## src/rtl/vga_scan_gen.sv

```systemverilog
// VGA scan generator: pixel-rate divider, x/y raster counters, registered
// sync/active/strobe outputs and a one-shot scan-position capture.
//
// state | meaning
// IDLE  | no capture outstanding; a capture_req arms the capture
// PEND  | capture armed; latch x/y at the next strobe inside the visible area
module vga_scan_gen #(
    parameter int CLK_DIV  = 4,
    parameter int H_ACTIVE = 640,
    parameter int H_FP     = 16,
    parameter int H_SYNC   = 96,
    parameter int H_BP     = 48,
    parameter int V_ACTIVE = 480,
    parameter int V_FP     = 10,
    parameter int V_SYNC   = 2,
    parameter int V_BP     = 33
) (
    input  logic       clk,
    input  logic       rst_n,
    input  logic       capture_req,
    output logic       pix_en,
    output logic [9:0] x,
    output logic [9:0] y,
    output logic       hsync,
    output logic       vsync,
    output logic       active,
    output logic       line_start,
    output logic       frame_start,
    output logic [9:0] capture_x,
    output logic [9:0] capture_y,
    output logic       capture_valid
);

    localparam int H_TOTAL = H_ACTIVE + H_FP + H_SYNC + H_BP;
    localparam int V_TOTAL = V_ACTIVE + V_FP + V_SYNC + V_BP;
    localparam int DIV_W   = (CLK_DIV > 1) ? $clog2(CLK_DIV) : 1;

    localparam logic [DIV_W-1:0] DIV_LAST = DIV_W'(CLK_DIV - 1);
    localparam logic [9:0] X_LAST   = 10'(H_TOTAL - 1);
    localparam logic [9:0] Y_LAST   = 10'(V_TOTAL - 1);
    localparam logic [9:0] HS_START = 10'(H_ACTIVE + H_FP);
    localparam logic [9:0] HS_END   = 10'(H_ACTIVE + H_FP + H_SYNC);
    localparam logic [9:0] VS_START = 10'(V_ACTIVE + V_FP);
    localparam logic [9:0] VS_END   = 10'(V_ACTIVE + V_FP + V_SYNC);
    localparam logic [9:0] X_VIS    = 10'(H_ACTIVE);
    localparam logic [9:0] Y_VIS    = 10'(V_ACTIVE);

    typedef enum logic {
        IDLE = 1'b0,
        PEND = 1'b1
    } cap_state_t;

    cap_state_t       cap_state;
    logic [DIV_W-1:0] div_cnt;
    logic [DIV_W-1:0] div_nxt;
    logic [9:0]       x_nxt;
    logic [9:0]       y_nxt;
    logic             pix_nxt;

    // Next raster position; every decoded output is derived from these so the
    // registered flags always describe the x,y registered alongside them.
    always_comb begin
        div_nxt = (div_cnt == DIV_LAST) ? '0 : div_cnt + 1'b1;
        pix_nxt = (div_nxt == DIV_LAST);
        x_nxt   = x;
        y_nxt   = y;
        if (pix_en) begin
            if (x == X_LAST) begin
                x_nxt = '0;
                y_nxt = (y == Y_LAST) ? '0 : y + 10'd1;
            end else begin
                x_nxt = x + 10'd1;
            end
        end
    end

    // Divider, raster counters and decoded timing outputs, all registered.
    always_ff @(posedge clk or negedge rst_n) begin
        if (!rst_n) begin
            div_cnt     <= '0;
            pix_en      <= 1'b0;
            x           <= '0;
            y           <= '0;
            hsync       <= 1'b1;
            vsync       <= 1'b1;
            active      <= 1'b1;
            line_start  <= 1'b0;
            frame_start <= 1'b0;
        end else begin
            div_cnt     <= div_nxt;
            pix_en      <= pix_nxt;
            x           <= x_nxt;
            y           <= y_nxt;
            hsync       <= !((x_nxt >= HS_START) && (x_nxt < HS_END));
            vsync       <= !((y_nxt >= VS_START) && (y_nxt < VS_END));
            active      <= (x_nxt < X_VIS) && (y_nxt < Y_VIS);
            line_start  <= pix_nxt && (x_nxt == '0);
            frame_start <= pix_nxt && (x_nxt == '0) && (y_nxt == '0);
        end
    end

    // Capture FSM: a request only arms; the latch happens at a later visible
    // strobe, and requests arriving while armed are dropped.
    always_ff @(posedge clk or negedge rst_n) begin
        if (!rst_n) begin
            cap_state     <= IDLE;
            capture_x     <= '0;
            capture_y     <= '0;
            capture_valid <= 1'b0;
        end else begin
            capture_valid <= 1'b0;
            unique case (cap_state)
                IDLE: begin
                    if (capture_req) begin
                        cap_state <= PEND;
                    end
                end
                PEND: begin
                    if (pix_en && active) begin
                        capture_x     <= x;
                        capture_y     <= y;
                        capture_valid <= 1'b1;
                        cap_state     <= IDLE;
                    end
                end
                default: cap_state <= IDLE;
            endcase
        end
    end

endmodule

```

## config.mk

```make
export PLATFORM = sky130hd
export DESIGN_NAME = vga_scan_gen
export DESIGN_NICKNAME = d
export VERILOG_FILES = /design/src/rtl/vga_scan_gen.sv
export SDC_FILE = /design/constraint.sdc
export NUM_CORES = 1
export LEC_CHECK = 0
export ABC_CLOCK_PERIOD_IN_PS = 5000
export CAP_MARGIN = 20
export CORE_MARGIN = 1.5
export CORE_UTILIZATION = 30
export DETAILED_ROUTE_END_ITERATION = 8
export GPL_TIMING_DRIVEN = 0
export PLACE_DENSITY = 0.6
export SLEW_MARGIN = 10
export SYNTH_ARGS = -nofsm -noshare
export SYNTH_HDL_FRONTEND = slang
export SYNTH_SLANG_ARGS = --single-unit
```

## constraint.sdc

```tcl
create_clock -name clk -period 5 [get_ports clk]
set_input_delay 1 -clock clk [delete_from_list [all_inputs] [get_ports clk]]
set_output_delay 1 -clock clk [all_outputs]
set_load 0.1 [all_outputs]
```

==> results of run 1 <==
==> stage by stage <==
| stage | std cells | hold WS, ns | instance area [sq um] |
|---|---|---|---|
| final | 359 | 0.466 | 3030 |
| after detailed placement | 350 | 0.450 | 2940 |
| after CTS | 358 | 0.471 | 3030 |
| after global routing | 359 | 0.511 | 3030 |
| after global placement | 349 | 0.441 | 2920 |
| after floorplan | 201 | 0.428 | 2310 |
==> cell usage in the layout (no fill, tap or decap), types with 3 or more instances in the layout <==
cell type	n
xor2_1	8
xnor2_1	3
a211oi_1	4
o21ai_0	8
mux2_2	20
nor3_1	4
clkbuf_8	5
clkdlybuf4s50_1	48
nand2_1	12
dfstp_2	3
and2_1	3
and4_1	3
a21oi_1	3
nand4_1	5
dfrtp_1	47
a21o_1	3
clkbuf_1	7
or3_1	3
nor2_1	11
inv_1	11
ha_1	5
nand3_1	11
==> layer usage <==
layer / track usage, % / up-vias / part of all wire [%]
li1: - / 831 / -
met1: 18.0 / 837 / 49
met2: 20.7 / 37 / 46
met3: 3.62 / 6 / 3.6
met4: 3.97 / 0 / 1.2
met5: 0 / - / 0
==> logic make-up after synthesis <==
| logic type | share of synthesized area (%) |
|---|---|
| AND/OR/NAND/NOR | 16.6 |
| flip-flops | 54.4 |
| AO/OA/AOI/OAI | 8.46 |
| multiplexers | 10.6 |
| buffers and inverters | 2.98 |
| XOR/XNOR | 4.18 |
| adder cells (fa/ha/maj) | 2.71 |
==> cell type report <==
cell class,count,share of cell area [%]
plain buffers,7,0.908
clock buffers,6,2.39
clock inverters,2,0.578
inverters,11,1.36
multi-input cells,133,32.4
flip-flops and latches,50,41.4
well taps,99,4.09
repair buffers,51,16.8
==> report_power, final <==
part | total, mW | internal (mW) | switching [mW]
registers | 0.406 | 0.405 | 0.000508
logic | 0.0150 | 0.00360 | 0.0114
clock network | 0.247 | 0.102 | 0.146
==> state kept, by name (all words and copies together) (netlist names), 2 cells and up <==
| name | count |
|---|---|
| y | 10 |
| x | 10 |
| div_cnt | 2 |
| capture_y | 10 |
| capture_x | 10 |
==> worst paths after layout <==
kind	end	slack, ns
max reg2reg	vsync$_DFF_PN1_	2.11
min	div_cnt[0]$_DFF_PN0_	0.47
max in group asynchronous	capture_x[0]$_DFFE_PN0P_	3.79
max	x[2]	1.97
min reg2reg	div_cnt[0]$_DFF_PN0_	0.47
min in group asynchronous	capture_x[7]$_DFFE_PN0P_	0.67
==> summary.txt, run 1 <==
Area Growth Syn to Fin: 31.4%
Most used DFF post-synth: dfrtp_1
Routed WL: 5110 microns
CP delay by family, top: buffers and inverters
Async S/R FF share, synth: 100%
CTS Hold Bufs: 0
Via-per-instance ratio: 4.77
Core Region: 7330 sq um
Initial DRC count: 63
Multi-input gate area: 982 sq um
CTS Buf Count: 5
Number of global-route vias before repair: 1,689
Drt first pass iters: 4
CTS sink count: 50
Outcome: complete, no violations
Area leader, netlist: dfrtp_1
GP Congestion: 0.835
Hold depth: 1
Global-route usage over all layers: 13.3%
Die width: 90.7 microns
FF/Latch Area: 1250 sq um
DRC viols: 0
Final Net Count: 267
PortBufs: 49
Fin crit share: 60.5%
Tot Pwr: 0.668 mW
Start point of the worst hold path: div_cnt[0]$_DFF_PN0_
Root buffer cell: clkbuf_8
Unique masters post-synth: 41
H-tree depth: 2
Worst Setup Start Kind: register
Crit path launch: x[2]$_DFF_PN0_
Most frequent cell after synthesis: dfrtp_1
Worst-case reg-to-reg path depth: 7
Post-CTS resize count: 0
Setup TNS: 0 ns
Total grt overflow: 0
CTS tree: built
Fill count: 725
Minimum clock period: 3.03 ns
CTS Buffer Depth: 2
First-pass GRT wire length: 8620 microns
Max incr delay on CP: 1.20 ns
CP Depth: 1
Die H: 90.7 microns
Maximum VDD drop: 0.0940 mV
Area contributors post-synth: dfrtp_1, mux2_2, dfstp_2, xor2_1, ha_1
Initial Utilization: 31.5%
Seq/Total Area, Yosys: 54.4%
Post-CTS setup buffers: 0
FP Rows: 31
Die Area: 8220 sq um
Drt wl/cell: 14.2 microns
Least-Margin Pin Slew: 0.973 ns
Endpoints failing hold: 0
Worst slack, placed: 2.15 ns
Share of cells above drive strength 1: 14.6%
Mean post-synth cell area: 11.5 sq um
Clk_lat worst skew: 0.31 ns
Initial antenna violation count: 0
Slew headroom: 34.9%
Max Cap Viol: 0
Fmax: 330 MHz
Finished Core Util: 41.3%
Worst Path Class, Setup: register to output port
# IOs: 50
Largest net degree at the start of global routing: 27
Final Setup Violations: 0
Worst min path class: register to register
Clk pin slew, worst setup/hold paths: 0.10 ns
Flops & latches, synth: 50
Crit-path cells: clkdlybuf4s50_1
Synth warn: 0
Slowest CP cell: clkdlybuf4s50_1
Diode count: 0
Syn Nets: 209
Power density cells: 220 nW/um^2
Via Count: 1,711
RSZ-0062 raised after global routing: false
Final ANT Viol Nets: 0
Post-synth top area share: 51.0%
Worst path bufs/invs: 1
CP max FO: 7
Leak pwr: 1.33 nW
Fin. max-slew vios: 0
Worst Path Required: 4.00 ns
Mapped Cells: 201
Crit path DAT: 2.03 ns
Cell Area, Synth: 2310 sq um
Final Skew: 0.00979 ns
RR Startpoint: pix_en$_DFF_PN0_
Post-synth EDFFs: 0
Top cells by count, synth: dfrtp_1, mux2_2, nand2_1
HPWL Detailed: 3670 microns
Setup slack after layout: 1.97 ns
Worst setup EP type: output port
(Power assumes the default switching activity.)
==> run 2, diff against run 1 <==
Settings changed: ABC_CLOCK_PERIOD_IN_PS 5000 to 2900.
Clock period 5 ns to 2.9 ns, I/O delays scaled along.
==> run 2 against run 1 <==
Compared with the run above: sequential cell count unchanged; global-route usage unchanged; sequential power is 72% higher; non-clock buffer count increased by 3; routed wire length increased by 0.33%; count of clock-buffer cells in the layout did not move; critical endpoint is now vsync$_DFF_PN1_; clock skew is 0.0011 ns lower; die area unchanged; critical path depth up 7.
==> summary.txt, run 2 (synthesized netlist as in run 1, its figures left out) <==
RSZ-0062 raised after global routing: false
Max Cap Viol: 0 (unchanged)
Share of cells above drive strength 1: 15.6% (+0.97 points)
Pint: 0.880 mW (+72%)
Total grt overflow: 0 (unchanged)
Outcome: complete, no violations
DRC viols: 0 (unchanged)
Clk_lat worst skew: 0.31 ns (about the same)
Worst setup EP type: register
Global-route usage over all layers: 13.3% (unchanged)
Drt first pass iters: 4 (unchanged)
Slowest CP cell: or4_1
Final Skew: 0.00866 ns (-0.00113 ns)
Crit path DAT: 2.89 ns (+0.86 ns)
Clk pin slew, worst setup/hold paths: 0.10 ns (about the same)
Logic pwr share: 2.2% (about the same)
Most common cell after layout, fill and taps aside: clkdlybuf4s50_1
Least-Margin Pin Slew: 0.973 ns (unchanged)
Leak pwr: 1.35 nW (+1.2%)
Final Setup Violations: 0 (unchanged)
Die Area: 8220 sq um (unchanged)
Root buffer cell: clkbuf_8
Maximum VDD drop: 0.162 mV (+72%)
Routed WL: 5130 microns (+0.33%)
Die H: 90.7 microns (unchanged)
H-tree depth: 2 (unchanged)
Final cell count without fillers: 362 (+0.84%)
PortBufs: 49 (unchanged)
Crit-path cells: clkbuf_1, nand2_1, or4_1, buf_2, nor2_1, xnor2_1, nor4_1, nand3_1
Initial Utilization: 31.5% (unchanged)
Diode count: 0 (unchanged)
Reg power frac: 60.8% (about the same)
Minimum clock period: 2.69 ns
FP Rows: 31 (unchanged)
Placed Cells incl. Taps: 350 (unchanged)
Sw frac: 23.5% (-0.055 points)
Sw power: 0.271 mW (+72%)
Area Growth Syn to Fin: 32.8%
Worst min path class: primary input to async pin
Die width: 90.7 microns (unchanged)
Worst Setup Start Kind: register
First-pass GRT wire length: 8620 microns (unchanged)
Largest net degree at the start of global routing: 27 (unchanged)
Max incr delay on CP: 0.50 ns (-0.70 ns)
CTS tree: built
Fmax: 372 MHz
Worst slack, placed: 0.0501 ns (-2.10 ns)
Worst Path Class, Setup: register to register
CP max FO: 9 (+2)
Initial antenna violation count: 0 (unchanged)
GP Congestion: 0.835 (unchanged)
CP delay by family, top: simple AND/OR/NAND/NOR gates
Most frequent cells in the layout: clkdlybuf4s50_1, dfrtp_1, mux2_2
Number of global-route vias before repair: 1,689 (unchanged)
Final ANT Viol Nets: 0 (unchanged)
# IOs: 50 (unchanged)
Via Count: 1,738 (+1.6%)
CTS sink count: 50 (unchanged)
CTS Buf Count: 5 (unchanged)
Setup TNS: 0 ns (unchanged)
Endpoints failing hold: 0 (unchanged)
Fin. max-slew vios: 0 (unchanged)
Slew headroom: 34.9% (unchanged)
CTS Buffer Depth: 2 (unchanged)
Final Net Count: 270 (+1.1%)
Setup slack after layout: 0.214 ns (-1.76 ns)
Power density cells: 376 nW/um^2 (+71%)
Worst Path Required: 3.11 ns (-0.89 ns)
Fin crit share: 92.6%
Via-per-instance ratio: 4.80 (+0.74%)
Core Region: 7330 sq um (unchanged)
Worst path bufs/invs: 2 (+1)
Drt wl/cell: 14.2 microns (-0.50%)
HPWL Detailed: 3670 microns (unchanged)
Clock power share: 37.0% (about the same)
Initial DRC count: 60 (-4.8%)
==> run 2: cell type report <==
class                   count  area, sq um
plain buffers               7         27.5
clock buffers               6         72.6
clock inverters             2         17.5
multi-input cells         133          991
well taps                  99          124
fillers                   719         4270
flip-flops and latches     50         1250
inverters                  11         41.3
repair buffers             54          533
==> run 2: per-stage QoR <==
stage                     hold WS, ns  area (sq um)  total power, mW  utilization (%)
final                           0.254          3060             1.15             41.8
after global routing            0.284          3060             1.20             41.8
after CTS                       0.271          3030             1.17             41.3
after detailed placement        0.450          2940            0.740             40.0
after global placement          0.441          2920            0.738             39.8
after floorplan                 0.284          2310            0.719                -
==> run 2: power by group through the flow <==
stage | logic, mW | registers, mW | clock network, mW
floorplan | 0.00117 | 0.718 | 0
detailed placement | 0.0273 | 0.713 | 0
global route | 0.0296 | 0.700 | 0.471
finish | 0.0258 | 0.699 | 0.426
CTS | 0.0274 | 0.699 | 0.440
global placement | 0.0246 | 0.713 | 0
==> run 2: final timing paths <==
check | startpoint | to | slack [ns] | cells past startpoint
min in group clk | div_cnt[0]$_DFF_PN0_ | div_cnt[0]$_DFF_PN0_ | 0.47 | 1
min reg2reg | div_cnt[0]$_DFF_PN0_ | div_cnt[0]$_DFF_PN0_ | 0.47 | 1
max | pix_en$_DFF_PN0_ | vsync$_DFF_PN1_ | 0.21 | 8
max reg2reg | pix_en$_DFF_PN0_ | vsync$_DFF_PN1_ | 0.21 | 8
min | rst_n | capture_x[7]$_DFFE_PN0P_ | 0.25 | 1
max in group asynchronous | rst_n | capture_x[0]$_DFFE_PN0P_ | 2.11 | 2
==> run 2: routing by layer <==
| layer | track usage (%) | wire length [microns] | vias to the layer above |
|---|---|---|---|
| met5 | 0 | 0 | - |
| met2 | 20.7 | 2380 | 49 |
| met1 | 18.0 | 2490 | 844 |
| met3 | 3.62 | 211 | 4 |
| met4 | 3.97 | 37 | 0 |
| li1 | - | - | 841 |
==> run 2: timing repair <==
action	in CTS	in global routing
hold buffers	0	0
hold endpoints to repair	0	0
endpoints found under the setup margin	0	4
gates resized for setup	0	1
buffers inserted	0	3
